[src/rtl/bolt_slot_arbiter.sv]
// bolt_slot_arbiter: shared bolt-slot pool with player/invader round-robin grant.
// Define BOLT_STATS_EN to build the plrShots/invShots spawn counters.
module bolt_slot_arbiter #(
  parameter int SLOTS    = 4,
  parameter int PLR_MAX  = 2,
  parameter int COOLDOWN = 3
) (
  input  logic                     clk,
  input  logic                     resetN,
  input  logic                     enable,
  input  logic                     frmTick,
  input  logic                     plrFire,
  input  logic                     invFire,
  input  logic [SLOTS-1:0]         slotKill,
  output logic [SLOTS-1:0]         slotExs,
  output logic [SLOTS-1:0]         slotOwn,
  output logic                     spawnVld,
  output logic [$clog2(SLOTS)-1:0] spawnIdx,
  output logic                     spawnOwn,
  output logic [$clog2(SLOTS):0]   plrCnt,
  output logic [15:0]              plrShots,
  output logic [15:0]              invShots
);

  localparam int IW = $clog2(SLOTS);
  localparam int NW = IW + 1;
  localparam int CW = (COOLDOWN > 0) ? $clog2(COOLDOWN + 1) : 1;

  logic [SLOTS-1:0] slot_exs_q, slot_exs_d;
  logic [SLOTS-1:0] slot_own_q, slot_own_d;
  logic             spawn_vld_q, spawn_vld_d;
  logic [IW-1:0]    spawn_idx_q, spawn_idx_d;
  logic             spawn_own_q, spawn_own_d;
  logic             last_own_q, last_own_d;
  logic             plr_pend_q, plr_pend_d;
  logic             inv_pend_q, inv_pend_d;
  logic [CW-1:0]    cd_q, cd_d;

  logic [NW-1:0]    plr_cnt;
  logic             any_free;
  logic [IW-1:0]    free_idx;
  logic             plr_req, inv_req;
  logic             p_elig, i_elig;
  logic             grant, grant_own;

  // live player bolts and lowest free slot from registered occupancy
  always_comb begin
    plr_cnt  = '0;
    free_idx = '0;
    any_free = ~&slot_exs_q;
    for (int i = 0; i < SLOTS; i++) begin
      plr_cnt = plr_cnt + NW'(slot_exs_q[i] & slot_own_q[i]);
    end
    for (int i = SLOTS - 1; i >= 0; i--) begin
      if (!slot_exs_q[i]) free_idx = IW'(i);
    end
  end

  // request qualification and single-grant arbitration
  always_comb begin
    plr_req   = plr_pend_q | (plrFire & (cd_q == '0));
    inv_req   = inv_pend_q | invFire;
    p_elig    = enable & plr_req & any_free
              & (plr_cnt < NW'(PLR_MAX));
    i_elig    = enable & inv_req & any_free;
    grant     = p_elig | i_elig;
    grant_own = (p_elig & i_elig) ? ~last_own_q : p_elig;
  end

  // next state: kills, grant, pending, cooldown, disable clear
  always_comb begin
    slot_exs_d  = slot_exs_q & ~slotKill;
    slot_own_d  = slot_own_q & ~slotKill;
    spawn_vld_d = 1'b0;
    spawn_idx_d = spawn_idx_q;
    spawn_own_d = spawn_own_q;
    last_own_d  = last_own_q;
    plr_pend_d  = plr_req & ~(grant & grant_own);
    inv_pend_d  = inv_req & ~(grant & ~grant_own);
    cd_d        = cd_q;
    if (frmTick && (cd_q != '0)) cd_d = cd_q - CW'(1);
    if (grant) begin
      slot_exs_d[free_idx] = 1'b1;
      slot_own_d[free_idx] = grant_own;
      spawn_vld_d          = 1'b1;
      spawn_idx_d          = free_idx;
      spawn_own_d          = grant_own;
      last_own_d           = grant_own;
      if (grant_own) cd_d = CW'(COOLDOWN);
    end
    if (!enable) begin
      slot_exs_d  = '0;
      slot_own_d  = '0;
      plr_pend_d  = 1'b0;
      inv_pend_d  = 1'b0;
      cd_d        = '0;
      spawn_vld_d = 1'b0;
    end
  end

  // arbiter state registers
  always_ff @(posedge clk or negedge resetN) begin
    if (!resetN) begin
      slot_exs_q  <= '0;
      slot_own_q  <= '0;
      spawn_vld_q <= 1'b0;
      spawn_idx_q <= '0;
      spawn_own_q <= 1'b0;
      last_own_q  <= 1'b0;
      plr_pend_q  <= 1'b0;
      inv_pend_q  <= 1'b0;
      cd_q        <= '0;
    end else begin
      slot_exs_q  <= slot_exs_d;
      slot_own_q  <= slot_own_d;
      spawn_vld_q <= spawn_vld_d;
      spawn_idx_q <= spawn_idx_d;
      spawn_own_q <= spawn_own_d;
      last_own_q  <= last_own_d;
      plr_pend_q  <= plr_pend_d;
      inv_pend_q  <= inv_pend_d;
      cd_q        <= cd_d;
    end
  end

`ifdef BOLT_STATS_EN
  logic [15:0] plr_shots_q, plr_shots_d;
  logic [15:0] inv_shots_q, inv_shots_d;

  // saturating spawn counters per owner
  always_comb begin
    plr_shots_d = plr_shots_q;
    inv_shots_d = inv_shots_q;
    if (grant && grant_own && plr_shots_q != 16'hFFFF)
      plr_shots_d = plr_shots_q + 16'd1;
    if (grant && !grant_own && inv_shots_q != 16'hFFFF)
      inv_shots_d = inv_shots_q + 16'd1;
  end

  // counter registers
  always_ff @(posedge clk or negedge resetN) begin
    if (!resetN) begin
      plr_shots_q <= '0;
      inv_shots_q <= '0;
    end else begin
      plr_shots_q <= plr_shots_d;
      inv_shots_q <= inv_shots_d;
    end
  end

  assign plrShots = plr_shots_q;
  assign invShots = inv_shots_q;
`else
  assign plrShots = 16'h0000;
  assign invShots = 16'h0000;
`endif

  assign slotExs  = slot_exs_q;
  assign slotOwn  = slot_own_q;
  assign spawnVld = spawn_vld_q;
  assign spawnIdx = spawn_idx_q;
  assign spawnOwn = spawn_own_q;
  assign plrCnt   = plr_cnt;

endmodule

[config.mk]
export PLATFORM = sky130hd
export DESIGN_NAME = bolt_slot_arbiter
export DESIGN_NICKNAME = d
export VERILOG_FILES = /design/src/rtl/bolt_slot_arbiter.sv
export SDC_FILE = /design/constraint.sdc
export NUM_CORES = 1
export LEC_CHECK = 0
export ABC_AREA = 1
export ABC_CLOCK_PERIOD_IN_PS = 4450
export BUFFER_PORTS_ARGS = -buffer_cell sky130_fd_sc_hd__buf_2
export CAP_MARGIN = 30
export CORE_AREA = 2 2 69 71
export CTS_CLUSTER_SIZE = 20
export DETAILED_ROUTE_END_ITERATION = 7
export DIE_AREA = 0 0 71 73
export PLACE_DENSITY_LB_ADDON = 0.15
export SYNTH_ARGS = -nofsm -noshare
export SYNTH_HDL_FRONTEND = slang
export SYNTH_SLANG_ARGS = --single-unit
[constraint.sdc]
create_clock -name clk -period 4.45 [get_ports clk]
set_input_delay 0.445 -clock clk [delete_from_list [all_inputs] [get_ports clk]]
set_output_delay 0.445 -clock clk [all_outputs]
set_load 0.05 [all_outputs]
# Yosys cells after proc, flatten, opt, wreduce, memory -nomap -nowiden
# Index checks and enable logic that the tools add are counted.
# totals
register_bits,16
input_bits,10
out_inout_bits,47
word_cells,67
# op_classes
addsub,4
order_cmp,3
mux,20
n_bitwise,26
reduce_logical,6
# op_table
operator,count
two-way mux 2 bit,8
two-way mux 4 bit,4
bitwise AND 1 bit,15
bitwise AND 4 bit,2
two-way mux 1 bit,6
bitwise mux 4 bit,1
NOT 1 bit,4
NOT 4 bit,1
OR 4 bit,1
AND reduction 4 bit,1
adder 2 x 1 -> 3 bit,1
adder 3 x 1 -> 3 bit,1
"less-than comparator 2 x 3 -> 1 bit, second input constant",1
"less-than comparator 3 x 2 -> 1 bit, second input constant",1
OR 1 bit,3
adder 1 x 1 -> 2 bit,1
demux 1 bit (select 2 bit),1
"greater-or-equal comparator 2 x 1 -> 1 bit, second input constant",1
logical AND 1 bit,2
zero test 2 bit,1
nonzero test 2 bit,1
"subtractor 2 x 1 -> 2 bit, second input constant",1
zero test 1 bit,1

# Logic depth before layout (Yosys ltp)
# Gate-level depths: netlist of run 1.
# logic_depth
depth_word,13
mapped_depth,15

# Worst setup path before layout of run 1
# OpenSTA, ideal clock, no wires.
# synth_path
path_type,register -> output
from,"reg slot_exs_q[0], in the netlist slotExs[0]"
to,out plrCnt[1]
arrival_time_ns,2.087
required_ns,4.005
path_slack_ns,1.918
path_stages_with_launch,7
path_cell_list,dfrtp_1 nand2_1 fa_1 inv_1 ha_1 inv_1 ha_1
# synth_via
elab_chain_len,4
# synth_lines
item,line,source
"start, declared",29,"logic [SLOTS-1:0] slot_exs_q, slot_exs_d;"
"start signal, assigned",114,slot_exs_q <= slot_exs_d;
bitwise AND 1 bit,52,plr_cnt = plr_cnt + NW'(slot_exs_q[i] & slot_own_q[i]);
adder 1 x 1 -> 2 bit,52,
adder 2 x 1 -> 3 bit,52,
adder 3 x 1 -> 3 bit,52,
"end, declared",20,"output logic [$clog2(SLOTS):0] plrCnt,"
# Every way passes these cells.

# Final worst setup path of run 1
# Same ends and word-level chain as after synthesis.

==> flow_metrics.env, run 1 <==
export IMPL_drt_iter0_drc=13
export IMPL_antenna_left=0
export IMPL_p_seq_share_pct=33.4
export IMPL_cp_buffers_inverters=3
export IMPL_grt_pass1_wl_um=3636
export IMPL_vias=865
export IMPL_crit_cells=7
export IMPL_rsz0062_at_grt="no"
export IMPL_finalPower_w=0.0005700
export IMPL_tns_ns=0
export IMPL_fill_cells=500
export IMPL_dieArea_sq_um=5183
export IMPL_ios=57
export IMPL_gp_congestion=0.7942
export IMPL_synth_ff_type="dfrtp_1"
export IMPL_synth_compound_area_share_pct=6.472
export IMPL_drc=0
export IMPL_async_flop_share_pct=100.0
export IMPL_yosysMostFrequentCell="buf_4"
export IMPL_yosysWarnings=0
export IMPL_cts_sinks=16
export IMPL_syn_to_final_growth_pct=9.278
export IMPL_antenna_found_initial=0
export IMPL_synth_xor_area_share_pct=0.7551
export IMPL_hpwl_um=1831
export IMPL_io_buffers=24
export IMPL_pwr_share_clk_pct=23.1
export IMPL_p_switching_w=0.0002673
export IMPL_skew_ns=0.003794
export IMPL_crit_required_ns=4.01
export IMPL_finalMaxSlewViolations=0
export IMPL_cpMaxStageDelayCell="fa_1"
export IMPL_run_status="completed"
export IMPL_swShare_pct=46.89
export IMPL_synth_adder_area_share_pct=6.041
export IMPL_synthMuxAreaShare_pct=0
export IMPL_synthTopCellsByArea="dfrtp_1, buf_4, nand2_1"
export IMPL_ys_seq_area_share_pct=34.52
export IMPL_synth_simple_gate_area_share_pct=22.76
export IMPL_seq_area_sq_um=400.4
export IMPL_critPathMaxStageDelay_ns=0.48
export IMPL_worstPathArrival_ns=2.06
export IMPL_row_count=25
export IMPL_p_int_w=0.0003027
export IMPL_drive_gt1_share_pct=26.74
export IMPL_syn_avg_cell_area_sq_um=7.944
export IMPL_power_density_nw_per_um2=449.7
export IMPL_clk_pin_slew_ns=0.07
export IMPL_finalCriticalPeriod_ns=2.509
export IMPL_max_cap_violations=0
export IMPL_cts_tree="yes"
export IMPL_cts_made_buffers=3
export IMPL_gr_usage_all_layers_pct=8.967
export IMPL_netlist_top_cells_count="buf_4, nand2_1, inv_1, dfrtp_1"
export IMPL_num_antenna_cells=0
export IMPL_grt_pass1_vias=783
export IMPL_insertion_delay_ns=0.25
export IMPL_worstSetupPathType="flip-flop to primary output"
export IMPL_route_detailed_wl_per_inst_um=9.779
export IMPL_fmax_ghz=0.3986
export IMPL_die_height_um=73
export IMPL_core_area_sq_um=4536
export IMPL_overflow=0
export IMPL_hold_buffers=0
export IMPL_root_buffer="clkbuf_8"
export IMPL_grt_max_degree=17
export IMPL_synth_top_area_share_pct=34.52
export IMPL_post_cts_resize_count=0
export IMPL_endpoint_kind="primary output"
export IMPL_synth_edf_count=0
export IMPL_multi_input_area_sq_um=538.0
export IMPL_first_pass_iters=4
export IMPL_yosysTopAreaCell="dfrtp_1"
export IMPL_critPathTopFamily="adder cells"
export IMPL_hold_path_class="primary input to asynchronous set/reset pin"
export IMPL_post_cts_setup_buffers=0
export IMPL_crit_path_start_kind="flip-flop"
export IMPL_path_max_fanout=5
export IMPL_yosysUniqueCellTypes=24
export IMPL_vias_per_cell=3.827
export IMPL_comb_power_share_pct=43.6
export IMPL_die_x_um=71
export IMPL_cts_max_path_buffers=2
export IMPL_fin_nets=188
export IMPL_ys_seq_elements=16
export IMPL_vdd_drop_max_v=0.0002134
export IMPL_crit_chain="nand2_1 -> fa_1 -> inv_1 -> ha_1 -> inv_1 -> ha_1 -> buf_2"
export IMPL_finalCritPeriodShare_pct=56.37
export IMPL_leakage_nw=0.7541
export IMPL_htreeDepth=1
export IMPL_hold_viol=0
export IMPL_syn_cell_area_sq_um=1160
export IMPL_postRouteWirelength_um=2210
export IMPL_setup_viol=0
export IMPL_r2r_cells=14
export IMPL_start_util_pct=25.57
export IMPL_synthCells=146
export IMPL_synth_top_family_by_area="buffers and inverters"
[worst register-to-register path, cell delays in order, from the launching register on]
cell and delay (ns):
dfrtp_1 0.42, nand2_1 0.10, fa_1 0.54, inv_1 0.04
ha_1 0.21, inv_1 0.06, ha_1 0.15, inv_1 0.04
nor2_1 0.12, nand2_2 0.07, nand2_2 0.21, nand3_1 0.17
nand2_1 0.09, nand2_1 0.05, nor2_1 0.12
[per-layer routing]
layer	wire length [um]	vias to the layer above	track usage, %
met1	971	391	11.95
li1	-	431	-
met4	10	0	1.887
met5	0	-	0
met3	138	2	2.762
met2	1088	41	14.43
[cells by family after synthesis]
family | Yosys count
buf+inv | 56
xor+xnor | 1
other cells | 1
simple gates | 54
fa+ha+maj | 5
compound gates | 13
flops | 16
[registers in the layout (all words and copies together) (netlist names)]
register    flops
spawnVld        1
last_own_q      1
cd_q            2
slotExs         4
inv_pend_q      1
plr_pend_q      1
spawnIdx        2
slotOwn         4
[layout make-up]
cell class	instances	share of cell area, %
timing repair buffer	24	9.477
clock buffer	4	4.344
inverter	23	6.811
sequential	16	31.59
tap	54	5.331
multi-input combinational	105	42.45
[cells in the final DEF (no fill, tap or decap), types with 3 or more instances in the layout]
cell,netlist,routed
a21oi_1,9,9
buf_2,0,24
clkbuf_8,0,4
conb_1,1,32
dfrtp_1,16,16
ha_1,4,4
inv_1,19,19
inv_2,3,3
nand2_1,28,28
nand2_2,5,5
nand3_2,3,3
nor2_1,9,9
nor2_2,3,3
[path summary, 6_finish.rpt]
check                                 start         end  slack, ns
worst min register to register   last_own_q  last_own_q       0.52
max in group asynchronous            resetN     cd_q[0]       4.09
min in group clk                slotKill[1]  slotExs[1]       0.45
worst max-delay path             slotExs[0]   plrCnt[1]       1.94
worst min-delay path                 resetN  slotExs[0]       0.09
worst max register to register   slotExs[0]  slotOwn[3]       1.97
[through the flow]
stage	hold WS (ns)	util, %	cell area (sq um)	setup WS (ns)	instances
finish	0.09407	27.94	1267	1.941	226
global route	0.1165	27.94	1267	1.713	226
CTS	0.1104	27.94	1267	1.928	226
detailed placement	0.3869	26.73	1212	1.973	222
global placement	0.3867	26.73	1212	2.104	222
floorplan	0.1494	-	1276	1.918	177
[power by group through the flow]
stage | sequential [W] | clock, W | combinational [W]
2_1_floorplan | 0.000253 | 0 | 0.000170
3_3_place_gp | 0.000193 | 0 | 0.000248
3_5_place_dp | 0.000193 | 0 | 0.000251
4_1_cts | 0.000191 | 0.000135 | 0.000252
5_1_grt | 0.000195 | 0.000141 | 0.000272
6_report | 0.000190 | 0.000131 | 0.000248
Power figures use the tool's default switching activity.
==> inputs of run 2 (changes only) <==
Settings changed: ABC_CLOCK_PERIOD_IN_PS 4450 to 2500.
Clock period 4.45 ns to 2.5 ns, I/O delays scaled along.
==> run 2 against run 1 <==
  * Combinational power increased by 85%
  * Global-route usage down 0.23 points
  * Clock power rose by 76%
  * Final cell count up 1.8%
  * Sequential cell count stayed put
  * Register-to-register slack worse by 1.7 ns
  * Via count grew 0.92%
  * Clock skew about the same
  * Sequential power up 76%
  * First-iteration DRC count rose by 120%
  * Critical path depth unchanged
  * Routed wire length is 1.8% lower
  * Critical endpoint unchanged
==> flow_metrics.env, run 2 (same netlist as run 1, synthesis figures left out) <==
export IMPL_run_status="completed"
export IMPL_gp_congestion=0.7954
export IMPL_gr_usage_all_layers_pct=8.739
export IMPL_hold_path_startpoint="slotKill[0]"
export IMPL_p_switching_w=0.0004753
export IMPL_worst_slack_ns=0.2517
export IMPL_min_to="slotExs[0]"
export IMPL_num_antenna_cells=0
export IMPL_drc=0
export IMPL_post_place_cells=223
export IMPL_dp_slack_ns=0.08872
export IMPL_fill_cells=502
export IMPL_rsz0062_at_grt="no"
export IMPL_p_seq_share_pct=32.7
export IMPL_finalPower_w=0.001025
export IMPL_layoutNonFillerInstCount=230
export IMPL_grt_pass1_vias=768
export IMPL_antenna_found_initial=0
export IMPL_clk_pin_slew_ns=0.07
export IMPL_vias_per_cell=3.796
export IMPL_insertion_delay_ns=0.25
export IMPL_io_buffers=24
export IMPL_fmax_ghz=0.4448
export IMPL_drive_gt1_share_pct=28.41
export IMPL_fin_nets=192
export IMPL_hpwl_um=1780
export IMPL_r2r_cells=12
export IMPL_setup_viol=0
export IMPL_grt_max_degree=17
export IMPL_vias=873
export IMPL_finalMaxSlewViolations=0
export IMPL_cts_max_path_buffers=2
export IMPL_finalCritPeriodShare_pct=89.93
export IMPL_swShare_pct=46.39
export IMPL_hold_viol=0
export IMPL_cts_tree="yes"
export IMPL_route_detailed_wl_per_inst_um=9.435
export IMPL_whs_ns=0.2560
export IMPL_htreeDepth=1
export IMPL_skew_ns=0.004015
export IMPL_row_count=25
export IMPL_crit_required_ns=2.25
export IMPL_core_area_sq_um=4536
export IMPL_p_int_w=0.0005493
export IMPL_r2r_start="slotExs[0]"
export IMPL_tns_ns=0
export IMPL_hold_path_class="primary input to flip-flop"
export IMPL_postRouteWirelength_um=2170
export IMPL_worstPathArrival_ns=2.00
export IMPL_cts_sinks=16
export IMPL_endpoint_kind="primary output"
export IMPL_r2r_setup_slack_ns=0.26
export IMPL_overflow=0
export IMPL_vdd_drop_max_v=0.0003077
export IMPL_die_height_um=73
export IMPL_cts_made_buffers=3
export IMPL_worstSetupPathType="flip-flop to primary output"
export IMPL_finalCriticalPeriod_ns=2.248
export IMPL_ios=57
export IMPL_first_pass_iters=3
export IMPL_leakage_nw=0.7760
export IMPL_hold_depth=4
export IMPL_timing_rr_end="slotOwn[2]"
export IMPL_comb_power_share_pct=44.9
export IMPL_pwr_share_clk_pct=22.4
export IMPL_path_max_fanout=4
export IMPL_max_cap_violations=0
export IMPL_final_cell_mix="conb_1, nand2_1, buf_2, inv_1, dfrtp_1"
export IMPL_grt_pass1_wl_um=3539
export IMPL_layout_commonest_cell="conb_1"
export IMPL_antenna_left=0
export IMPL_crit_path_start_kind="flip-flop"
export IMPL_drt_iter0_drc=28
export IMPL_power_density_nw_per_um2=782.1
export IMPL_root_buffer="clkbuf_8"
export IMPL_dieArea_sq_um=5183
export IMPL_die_x_um=71
export IMPL_syn_to_final_growth_pct=12.95
export IMPL_start_util_pct=25.57
## run 2: cell count changes in the layout (fill, tap and decap cells not counted), sizes merged
cell / delta
buf: +3
dlygate4sd3: +1
## run 2: worst max path at each step
| stage | startpoint | end | cells after the start |
|---|---|---|---|
| after floorplan | slotExs[0] | slotOwn[0] | 15 |
| after detailed placement | slotExs[0] | slotExs[3] | 12 |
| final | slotExs[0] | plrCnt[1] | 7 |
| after global routing | slotExs[0] | slotOwn[2] | 12 |
| after global placement | slotExs[0] | slotOwn[3] | 14 |
| after CTS | slotExs[0] | slotExs[3] | 12 |
## run 2: through the flow
step	area, sq um	utilization [%]
after global placement	1220	26.90
after detailed placement	1220	26.90
after CTS	1285	28.33
after global routing	1310	28.88
after floorplan	1276	-
final	1310	28.88
## run 2: layout make-up
type,count,area (sq um),share of cell area (%)
multi-input combinational,105,548.0,41.83
sequential,16,400.4,30.56
timing repair buffer,28,152.6,11.65
inverter,23,86.33,6.590
tap,54,67.56,5.158
clock buffer,4,55.05,4.202
## run 2: power groups by stage
stage | combinational [W] | clock, W | sequential [W]
2_1_floorplan | 0.000303 | 0 | 0.000450
3_3_place_gp | 0.000447 | 0 | 0.000343
3_5_place_dp | 0.000449 | 0 | 0.000341
4_1_cts | 0.000452 | 0.000236 | 0.000337
5_1_grt | 0.000502 | 0.000249 | 0.000341
6_report | 0.000460 | 0.000230 | 0.000335
## run 2: what timing repair did
item / 4_1_cts / 5_1_grt
setup buffers: 0 / 2
setup endpoints to repair: 0 / 5
resized for setup: 0 / 2
hold buffers: 1 / 0
hold endpoints to repair: 16 / 0
## run 2: worst max-delay path: stages, from the launching register on
cell and delay [ns]:
dfrtp_1 0.38, nand2_1 0.09, fa_1 0.47, inv_1 0.07, ha_1 0.17, inv_1 0.05
ha_1 0.27, buf_2 0.25
## run 2: routing by layer
layer,part of all wire (%),GRT usage (%),vias up
li1,-,-,437
met1,44,11.62,394
met2,48,13.91,37
met3,5.8,2.072,5
met4,1.5,3.145,0
met5,0,0,-
==> inputs of run 3 (changes only) <==
==> constraint.sdc (replaced) <==
create_clock -name clk -period 2.5 [get_ports clk]
set_input_delay 0.5 -clock clk [delete_from_list [all_inputs] [get_ports clk]]
set_output_delay 0.5 -clock clk [all_outputs]
set_load 0.05 [all_outputs]
==> run 3 against run 2 <==
  * Routed wire length is 4.1% higher
  * Total power about the same
  * Utilization increased by 0.17 points
  * Hold slack got worse by 0.094 ns
  * Sequential share of layout area grew 0.30 points
  * Clock skew fell by 0.0011 ns
  * Setup slack worse by 0.14 ns
  * Global-route usage fell by 0.063 points
  * Critical path type unchanged
==> flow_metrics.env, run 3 (same netlist as run 1, synthesis figures left out) <==
export IMPL_whs_ns=0.1621
export IMPL_skew_ns=0.002921
export IMPL_cts_made_buffers=3
export IMPL_row_count=25
export IMPL_grt_max_degree=17
export IMPL_pwr_share_clk_pct=22.5
export IMPL_crit_required_ns=2.00
export IMPL_cts_tree="yes"
export IMPL_cpMaxStageDelayCell="dfrtp_2"
export IMPL_post_place_cells=222
export IMPL_grt_pass1_vias=783
export IMPL_num_antenna_cells=0
export IMPL_finalCriticalPeriod_ns=2.387
export IMPL_fin_nets=190
export IMPL_antenna_left=0
export IMPL_layoutNonFillerInstCount=228
export IMPL_drt_iter0_drc=10
export IMPL_hold_viol=0
export IMPL_overflow=0
export IMPL_leakage_nw=0.7586
export IMPL_gr_usage_all_layers_pct=8.675
export IMPL_drive_gt1_share_pct=32.18
export IMPL_gp_congestion=0.8113
export IMPL_insertion_delay_ns=0.25
export IMPL_comb_power_share_pct=44.4
export IMPL_tns_ns=0
export IMPL_power_density_nw_per_um2=777.0
export IMPL_endpoint_kind="primary output"
export IMPL_p_seq_share_pct=33.1
export IMPL_worstSetupPathType="flip-flop to primary output"
export IMPL_p_switching_w=0.0004772
export IMPL_cts_max_path_buffers=2
export IMPL_clk_pin_slew_ns=0.07
export IMPL_grt_pass1_wl_um=3519
export IMPL_die_height_um=73
export IMPL_path_common_cell="inv_1"
export IMPL_ios=57
export IMPL_dieArea_sq_um=5183
export IMPL_critPathMaxStageDelay_ns=0.44
export IMPL_hold_buffers=0
export IMPL_hold_path_class="primary input to asynchronous set/reset pin"
export IMPL_route_detailed_wl_per_inst_um=9.912
export IMPL_vias_per_cell=3.675
export IMPL_core_area_sq_um=4536
export IMPL_final_cell_mix="conb_1, nand2_1, buf_2, inv_1, dfrtp_1"
export IMPL_syn_to_final_growth_pct=13.59
export IMPL_cts_sinks=16
export IMPL_layout_commonest_cell="conb_1"
export IMPL_hpwl_um=1800
export IMPL_start_util_pct=25.57
export IMPL_path_max_fanout=5
export IMPL_worstPathArrival_ns=1.89
export IMPL_fmax_ghz=0.4190
export IMPL_antenna_found_initial=0
export IMPL_first_pass_iters=4
export IMPL_postRouteWirelength_um=2260
export IMPL_swShare_pct=46.61
export IMPL_drc=0
export IMPL_cp_buffers_inverters=3
export IMPL_root_buffer="clkbuf_8"
export IMPL_max_cap_violations=0
export IMPL_p_int_w=0.0005465
export IMPL_die_x_um=71
export IMPL_finalMaxSlewViolations=0
export IMPL_run_status="completed"
export IMPL_critPathTopFamily="adder cells"
export IMPL_rsz0062_at_grt="no"
export IMPL_crit_chain="nand2_1 -> fa_1 -> inv_1 -> ha_2 -> inv_1 -> ha_4 -> buf_6"
export IMPL_vias=838
export IMPL_crit_path_start_kind="flip-flop"
export IMPL_vdd_drop_max_v=0.0003009
export IMPL_io_buffers=24
export IMPL_htreeDepth=1
export IMPL_setup_viol=0
export IMPL_finalCritPeriodShare_pct=95.46
run 3: path summary, 6_finish.rpt:
kind                             startpoint  slack (ns)          end  cells after the start
max in group asynchronous            resetN        2.04   slotOwn[1]                      1
worst min register to register  spawnIdx[0]        0.53  spawnIdx[0]                      2
worst max register to register   slotOwn[0]        0.26   slotOwn[3]                     14
min in group clk                slotKill[3]        0.51   slotExs[3]                      4
worst min-delay path                 resetN        0.16   slotOwn[0]                      1
worst max-delay path             slotExs[3]        0.11    plrCnt[1]                      7
run 3: power groups by stage:
stage,combinational (W),sequential (W),clock [W]
floorplan,0.000303,0.000452,0
detailed placement,0.000444,0.000347,0
global route,0.000495,0.000346,0.000255
global placement,0.000442,0.000346,0
CTS,0.000446,0.000343,0.000241
finish,0.000455,0.000339,0.000230
run 3: stage by stage:
stage / util [%] / area (sq um) / worst slack (ns) / power, W
2_1_floorplan: - / 1282 / 0.03633 / 0.0007553
5_1_grt: 29.05 / 1318 / 0.008758 / 0.001096
4_1_cts: 28.14 / 1276 / 0.001480 / 0.001030
3_3_place_gp: 26.87 / 1219 / 0.1518 / 0.0007874
3_5_place_dp: 26.87 / 1219 / 0.1108 / 0.0007914
6_report: 29.05 / 1318 / 0.1135 / 0.001024
run 3: final cells by class:
class | count | area [sq um]
well taps | 54 | 67.56
multi-input cells | 105 | 560.5
repair buffers | 26 | 141.4
fillers | 510 | 3218
inverters | 23 | 86.33
flip-flops and latches | 16 | 406.6
clock buffers | 4 | 55.05
run 3: timing repair:
| action | in CTS | in global routing |
|---|---|---|
| setup buffers | 0 | 2 |
| pin swaps | 0 | 0 |
| gates resized for setup | 1 | 5 |
| setup endpoints to repair | 1 | 4 |
run 3: worst register-to-register path: cells and delay by family, from the launching register on:
family / cells / cell delay, ns
adder cells (fa/ha/maj): 3 / 0.84
AND/OR/NAND/NOR: 8 / 0.79
flip-flops: 1 / 0.37
buffers and inverters: 3 / 0.16
run 3: per-layer routing:
metal / up-vias / global-route usage, % / routed length, um / part of all wire, %
li1: 432 / - / - / -
met1: 374 / 11.01 / 1014 / 45
met5: - / 0 / 0 / 0
met4: 0 / 2.516 / 0 / 0
met3: 0 / 2.072 / 143 / 6.3
met2: 32 / 14.75 / 1101 / 49
